### config.mk
export PLATFORM = sky130hd
export DESIGN_NAME = alu_seq_flat
export DESIGN_NICKNAME = d
export VERILOG_FILES = /design/src/rtl/alu_seq_if.sv /design/src/rtl/alu_seq.sv /design/src/flat_wrapper.sv
export SDC_FILE = /design/constraint.sdc
export NUM_CORES = 1
export LEC_CHECK = 0
export BUFFER_PORTS_ARGS = -buffer_cell sky130_fd_sc_hd__buf_2
export CORE_MARGIN = 1.5
export CORE_UTILIZATION = 61
export CTS_CLUSTER_SIZE = 40
export DETAILED_ROUTE_END_ITERATION = 8
export PLACE_DENSITY = 0.81
export RECOVER_POWER = 100
export SETUP_SLACK_MARGIN = 0.4
export SYNTH_ARGS = -nofsm -noshare
export SYNTH_HDL_FRONTEND = slang
export SYNTH_SLANG_ARGS = --single-unit
export TNS_END_PERCENT = 1
### constraint.sdc
create_clock -name clk -period 3.3 [get_ports clk]
set_input_delay 0.66 -clock clk [delete_from_list [all_inputs] [get_ports clk]]
set_output_delay 0.66 -clock clk [all_outputs]
set_load 0.01 [all_outputs]
### src/rtl/alu_seq_if.sv
// Controller-to-ALU bus for alu_seq: operand/opcode request plus registered result,
// flags and the start/busy/done handshake.
interface alu_seq_if #(
  parameter int unsigned WIDTH = 8
);
  logic             start;
  logic [WIDTH-1:0] a;
  logic [WIDTH-1:0] b;
  logic [2:0]       sel;
  logic [WIDTH-1:0] result;
  logic             carry_out;
  logic             zero;
  logic             overflow;
  logic             busy;
  logic             done;

  modport master (
    output start, a, b, sel,
    input  result, carry_out, zero, overflow, busy, done
  );

  modport slave (
    input  start, a, b, sel,
    output result, carry_out, zero, overflow, busy, done
  );
endinterface

### src/rtl/alu_seq.sv
// Registered multi-cycle ALU: single-cycle add/sub/logic/shift ops and a WIDTH-cycle
// shift-add multiply, with status flags and a start/busy/done handshake.
module alu_seq #(
  parameter int unsigned WIDTH = 8
) (
  input  logic        clk,
  input  logic        rst_n,
  alu_seq_if.slave    bus
);

  localparam int unsigned CntW = (WIDTH > 1) ? $clog2(WIDTH) : 1;

  typedef enum logic [1:0] {StIdle, StMul, StDone} state_e;

  state_e             state_q, state_d;
  logic [CntW-1:0]    cnt_q, cnt_d;
  logic [2*WIDTH-1:0] acc_q, acc_d;
  logic [2*WIDTH-1:0] mcand_q, mcand_d;
  logic [WIDTH-1:0]   mplier_q, mplier_d;
  logic [WIDTH-1:0]   result_q, result_d;
  logic               carry_q, carry_d;
  logic               zero_q, zero_d;
  logic               ovf_q, ovf_d;

  logic [WIDTH:0]     sum, diff;
  logic [WIDTH-1:0]   alu_res;
  logic               alu_c, alu_v;
  logic [2*WIDTH-1:0] acc_next;

  assign sum  = {1'b0, bus.a} + {1'b0, bus.b};
  assign diff = {1'b0, bus.a} - {1'b0, bus.b};

  // Single-cycle ops evaluated straight from the bus so they land on the capture edge.
  always_comb begin
    alu_res = '0;
    alu_c   = 1'b0;
    alu_v   = 1'b0;
    case (bus.sel)
      3'b000: begin
        alu_res = sum[WIDTH-1:0];
        alu_c   = sum[WIDTH];
        alu_v   = (bus.a[WIDTH-1] == bus.b[WIDTH-1]) && (sum[WIDTH-1] != bus.a[WIDTH-1]);
      end
      3'b001: begin
        alu_res = diff[WIDTH-1:0];
        alu_c   = diff[WIDTH];
        alu_v   = (bus.a[WIDTH-1] != bus.b[WIDTH-1]) && (diff[WIDTH-1] != bus.a[WIDTH-1]);
      end
      3'b010: alu_res = bus.a & bus.b;
      3'b011: alu_res = bus.a | bus.b;
      3'b100: alu_res = bus.a ^ bus.b;
      3'b101: {alu_c, alu_res} = {bus.a, 1'b0};
      3'b110: {alu_res, alu_c} = {1'b0, bus.a};
      default: ;
    endcase
  end

  always_comb begin
    state_d  = state_q;
    cnt_d    = cnt_q;
    acc_d    = acc_q;
    mcand_d  = mcand_q;
    mplier_d = mplier_q;
    result_d = result_q;
    carry_d  = carry_q;
    zero_d   = zero_q;
    ovf_d    = ovf_q;
    acc_next = mplier_q[0] ? (acc_q + mcand_q) : acc_q;

    unique case (state_q)
      StIdle: begin
        if (bus.start) begin
          if (bus.sel == 3'b111) begin
            state_d  = StMul;
            cnt_d    = '0;
            acc_d    = '0;
            mcand_d  = {{WIDTH{1'b0}}, bus.a};
            mplier_d = bus.b;
          end else begin
            state_d  = StDone;
            result_d = alu_res;
            carry_d  = alu_c;
            ovf_d    = alu_v;
            zero_d   = (alu_res == '0);
          end
        end
      end
      StMul: begin
        acc_d    = acc_next;
        mcand_d  = mcand_q << 1;
        mplier_d = mplier_q >> 1;
        cnt_d    = cnt_q + CntW'(1);
        if (cnt_q == CntW'(WIDTH - 1)) begin
          state_d  = StDone;
          result_d = acc_next[WIDTH-1:0];
          carry_d  = |acc_next[2*WIDTH-1:WIDTH];
          ovf_d    = 1'b0;
          zero_d   = (acc_next[WIDTH-1:0] == '0);
        end
      end
      StDone:  state_d = StIdle;
      default: state_d = StIdle;
    endcase
  end

  always_ff @(posedge clk or negedge rst_n) begin
    if (!rst_n) begin
      state_q  <= StIdle;
      cnt_q    <= '0;
      acc_q    <= '0;
      mcand_q  <= '0;
      mplier_q <= '0;
      result_q <= '0;
      carry_q  <= 1'b0;
      zero_q   <= 1'b0;
      ovf_q    <= 1'b0;
    end else begin
      state_q  <= state_d;
      cnt_q    <= cnt_d;
      acc_q    <= acc_d;
      mcand_q  <= mcand_d;
      mplier_q <= mplier_d;
      result_q <= result_d;
      carry_q  <= carry_d;
      zero_q   <= zero_d;
      ovf_q    <= ovf_d;
    end
  end

  assign bus.result    = result_q;
  assign bus.carry_out = carry_q;
  assign bus.zero      = zero_q;
  assign bus.overflow  = ovf_q;
  assign bus.busy      = (state_q == StMul);
  assign bus.done      = (state_q == StDone);

endmodule

### src/flat_wrapper.sv
// flat-port wrapper written by rule: the top's interface ports become plain ports
module alu_seq_flat 
#(
  parameter int unsigned WIDTH = 8
)
  (clk, rst_n, bus_start, bus_a, bus_b, bus_sel, bus_result, bus_carry_out, bus_zero, bus_overflow, bus_busy, bus_done);
  alu_seq_if #(.WIDTH(WIDTH)) bus_i ();
  input  logic clk;
  input  logic rst_n;
  input wire logic [$bits(bus_i.start)-1:0] bus_start;
  input wire logic [$bits(bus_i.a)-1:0] bus_a;
  input wire logic [$bits(bus_i.b)-1:0] bus_b;
  input wire logic [$bits(bus_i.sel)-1:0] bus_sel;
  output wire logic [$bits(bus_i.result)-1:0] bus_result;
  output wire logic [$bits(bus_i.carry_out)-1:0] bus_carry_out;
  output wire logic [$bits(bus_i.zero)-1:0] bus_zero;
  output wire logic [$bits(bus_i.overflow)-1:0] bus_overflow;
  output wire logic [$bits(bus_i.busy)-1:0] bus_busy;
  output wire logic [$bits(bus_i.done)-1:0] bus_done;
  assign bus_i.start = bus_start;
  assign bus_i.a = bus_a;
  assign bus_i.b = bus_b;
  assign bus_i.sel = bus_sel;
  assign bus_result = bus_i.result;
  assign bus_carry_out = bus_i.carry_out;
  assign bus_zero = bus_i.zero;
  assign bus_overflow = bus_i.overflow;
  assign bus_busy = bus_i.busy;
  assign bus_done = bus_i.done;
  alu_seq #(.WIDTH(WIDTH)) u_core (.clk(clk), .rst_n(rst_n), .bus(bus_i));
endmodule
After elaboration in Yosys (flattened, before gate mapping) --
Cells that the tools add are included.
Storage, ports and cells: register bits after elaboration 56, bits of input ports 22
Operators by class: $add $sub $neg 4, eq/ne operators 18, muxes and demuxes 36, bitwise logic cells 3, reductions and logical operators 11
Operators with widths (number):
- 16-bit two-way mux | 5
- 16-bit one-hot mux with 2 select lines | 2
- 8-bit one-hot mux with 7 select lines | 1
- 8-bit two-way mux | 5
- 8-bit one-hot mux with 2 select lines | 2
- 16-bit adder | 1
- 8-bit zero test | 2
- 3-bit equality test (second input constant) | 5
- 8-bit by 8-bit adder with 9-bit output | 1
- 1-bit two-way mux | 9
- 8-bit by 8-bit subtractor with 9-bit output | 1
- 8-bit bitwise AND | 1
- 8-bit OR | 1
- 1-bit one-hot mux with 2 select lines | 4
- 8-bit OR reduction | 1
- 8-bit XOR | 1
- 3-bit by 2-bit equality test with 1-bit output (second input constant) | 2
- 2-bit two-way mux | 3
- 3-bit two-way mux | 2
- 3-bit one-hot mux with 2 select lines | 1
- 2-bit by 1-bit != test with 1-bit output (second input constant) | 2
- 2-bit != test (second input constant) | 2
- 1-bit one-hot mux with 4 select lines | 1
- 2-bit one-hot mux with 2 select lines | 1
- 13 further kinds | 16

Depth between registers and ports, before layout --
depth after elaboration 7, mapped depth 11

Worst setup path after synthesis --
No wires, ideal clock.
kind input to register, start in bus_a[0], end reg u_core.zero_q (netlist: u_core.bus.zero), library setup time 0.082 ns, arrival time 2.976 ns, data required time 3.218 ns, path slack 0.242 ns, stages on the path 11, buffers on the path 0, cell sequence inv_1 -> ha_1 -> fa_1 -> nor3_1 -> nor3_1 -> o41ai_1 -> a211o_1 -> nand3_1 -> a221o_1 -> or4b_1 -> a31oi_1
On the way: word-level cells in the longest chain between the ends 6, elaborated cells on any way between the ends 10, those cells by class 2 x add/sub; 4 x mux; 3 x bitwise; 1 x reduce/logical
RTL lines:
- from (decl) | RTL line flat_wrapper.sv:11 | input wire logic [$bits(bus_i.a)-1:0] bus_a;
- 8-bit by 8-bit subtractor with 9-bit output, or another cell as far along | RTL line alu_seq.sv:31 | assign diff = {1'b0, bus.a} - {1'b0, bus.b};
- 8-bit one-hot mux with 7 select lines (*) | RTL line alu_seq.sv:38 | case (bus.sel)
- 8-bit zero test (*) | RTL line alu_seq.sv:84 | zero_d = (alu_res == '0);
- 1-bit two-way mux (*) | RTL line alu_seq.sv:73 | if (bus.sel == 3'b111) begin
- 1-bit two-way mux (*) | RTL line alu_seq.sv:72 | if (bus.start) begin
- 1-bit one-hot mux with 2 select lines (*) | RTL line alu_seq.sv:70 | unique case (state_q)
- to (signal assigned) | RTL line alu_seq.sv:125 | zero_q <= zero_d;
- to (decl) | RTL line alu_seq.sv:22 | logic zero_q, zero_d;
Every way passes the cells marked *; elsewhere a longest branch is shown, timed or not. The select of a mux whose other input is x is not followed. A chain may end at the register's enable or synchronous reset.

Worst setup path in the final report --
start in bus_a[4], end reg u_core.zero_q (netlist: u_core.bus.zero)
The elaborated chain is that of the path after synthesis.

==> results.cfg <==
[synthesis]
ys.flop_type = dfrtp_1
ys.warnings.count = 0
synth_edf_count = 0
yosysMostFrequentCell = nand2_1
synth-seq-cells = 56
ys_types = 58
syn_inst = 555
synth-seq-area-share_pct = 30.5
synthArstFlopShare_pct = 100
yosysTopAreaCellShare_pct = 30.5
synth_top_area_cell = dfrtp_1
synthTopCellsByCount = nand2_1, dfrtp_1, nor2_1
syn_nets = 621
netlist_area_mm2 = 0.00460
avgSynthCellArea_um2 = 8.29
synthTopCellsByArea = dfrtp_1, ha_1, nand2_1, o21ai_0, nor2_1

[drt]
drtAntennaViolNets = 0
route.detailed.drc = 0
wirelength_um = 12300
wl_met2_um = 6140
vias_per_cell = 6.39
first_pass_iters = 5
wl_per_cell_um = 17.8
initialDrtViolationCount = 245
vias = 4436
highest_layer = met4
met1Wirelength_um = 5100
wl_met3_um = 733

[timing]
tns_ns = 0
worstMarginPinSlew_ns = 1.35
slew_violations = 0
period_share_pct = 91.0
max_freq_ghz = 0.333
relSlewSlack_pct = 9.90
grt_setup_unrepaired = true
setup_viol = 0
whs_ns = 0.483
finalHoldViolCount = 0
skew_ns = 0.0182
period_minus_slack_ns = 3.00
worst_slack_ns = 0.296

[layout]
seq_area_mm2 = 0.00140
stdcell_count = 694
synthToLayoutAreaGrowth_pct = 13.3
drive_above_1_share_pct = 15.1
fill_cells = 597
diodes = 0
fin_nets = 660
post-route-util_pct = 71.5
multi_input_area_mm2 = 0.00309

[floorplan]
die_area_mm2 = 0.00807
pin_count = 35
fp.dieH_um = 89.8
core_mm2 = 0.00729
initial_core_util_pct = 63.1
dieWidth_um = 89.8
core.rowCount = 31

[setup_path]
worstPathMaxFanout = 10
worstSetupPathType = in -> reg
r2r.worst_path.cells = 10
end_kind = register
crit_path_start_kind = primary input
crit_required_ns = 3.54
rrSetupSlack_ns = 0.43
arrival_ns = 3.24

[placed_design]
place_ws_ns = -0.0643
numPortBuffers = 34
dp.cells = 683
dp_hpwl_um = 9180
place_congestion = 0.951

[grt]
grt_remaining_overflow = 0
grt_max_degree = 39
grt_pass1_vias = 4264
grt_pass1_wl_um = 20400
antenna_found_initial = 0
track_usage_pct = 30.8

[power_and_ir_drop]
p_leak_uw = 0.00238
p_per_area_mw_per_mm2 = 762
ir_drop_mv = 0.345

[clock_tree]
clk_pin_slew_ns = 0.10
cts_buffers = 5
clock_path_buffers = 2
clock-sinks = 56
insertion_delay_ns = 0.32
clockRootBuffer = clkbuf_8
cts_htree_levels = 2
cts_tree = done

[status]
status = completed

[job]
maxCapViolCount = 0

[worst_hold_path]
min_path_type = reg -> reg
worstHoldPathCells = 2
==> path summary, 6_finish.rpt <==
kind                                             startpoint                                to
setup reg to reg              u_core.mcand_q[0]$_DFFE_PN0P_  u_core.bus.carry_out$_DFFE_PN0P_
setup / recovery                                   bus_a[4]       u_core.bus.zero$_DFFE_PN0P_
min in group asynchronous                             rst_n    u_core.mcand_q[11]$_DFFE_PN0P_
max in group asynchronous                             rst_n    u_core.mplier_q[7]$_DFFE_PN0P_
hold / removal             u_core.bus.result[0]$_DFFE_PN0P_  u_core.bus.result[0]$_DFFE_PN0P_
hold reg to reg            u_core.bus.result[0]$_DFFE_PN0P_  u_core.bus.result[0]$_DFFE_PN0P_
==> kinds of logic after synthesis <==
logic type	Yosys count	synth area share [%]
compound gates	158	22.6
xor+xnor	20	3.81
fa+ha+maj	44	12.5
buf+inv	58	5.17
flops	56	30.5
mux	20	4.98
simple gates	199	20.5
==> per-layer routing <==
layer  up-vias  GRT usage, %
li1       2083             -
met1      2124          39.7
met2       193          53.4
met3        36          3.21
met4         0          11.4
met5         -             0
==> layout make-up <==
type	count	share of cell area, %
Multi-Input combinational cell	441	59.3
Sequential cell	56	26.9
Timing Repair Buffer	65	7.59
Tap cell	99	2.38
Inverter	25	2.04
Clock buffer	5	1.32
Clock inverter	3	0.528
==> metrics by stage <==
step	power [uW]	area [um^2]
floorplan	2880	4680
global placement	3400	5040
detailed placement	3490	5040
CTS	3940	5160
global route	4280	5210
finish	3970	5210
==> report_power, final <==
group | leakage [uW] | switching [uW] | internal (uW) | total, uW
registers | 0.000698 | 266 | 971 | 1240
logic | 0.00163 | 1340 | 981 | 2330
clock network | 0.0000463 | 252 | 157 | 409
==> flip-flops by register name, indices dropped and copies added (netlist names) <==
signal,count
u_core.bus.zero,1
u_core.bus.result,8
u_core.state_q,2
u_core.cnt_q,3
u_core.bus.carry_out,1
u_core.mplier_q,8
u_core.acc_q,16
u_core.mcand_q,16
u_core.bus.overflow,1
==> timing repair <==
action,in CTS,in global routing
pin swaps,3,14
setup buffers,0,3
gates cloned,0,0
resized for setup,5,21
endpoints found under the setup margin,2,3
hold buffers,0,0
==> worst max-delay path, stage by stage <==
cell	delay [ns]
clkbuf_4	0.16
inv_2	0.06
ha_4	0.28
and3_4	0.19
a221o_1	0.35
o41ai_4	0.36
mux2i_1	0.13
nor3b_1	0.26
nand2_1	0.13
or4b_1	0.48
a31oi_1	0.17
==> cell usage in the layout, fill, tap and decap left out, drive strengths merged, types with 4 or more instances in the layout <==
cell type,n
a221o,4
and3,7
a211oi,10
nand2,68
nor2,48
xnor2,17
clkbuf,30
nand3,26
mux2i,15
buf,40
a21oi,33
o221ai,6
o21a,4
o21bai,4
nor3,14
inv,26
a31oi,8
a21o,10
o211ai,4
a2111oi,4
nor2b,12
o22ai,15
o21ai,38
dfrtp,56
ha,41
Power figures use the tool's default switching activity.
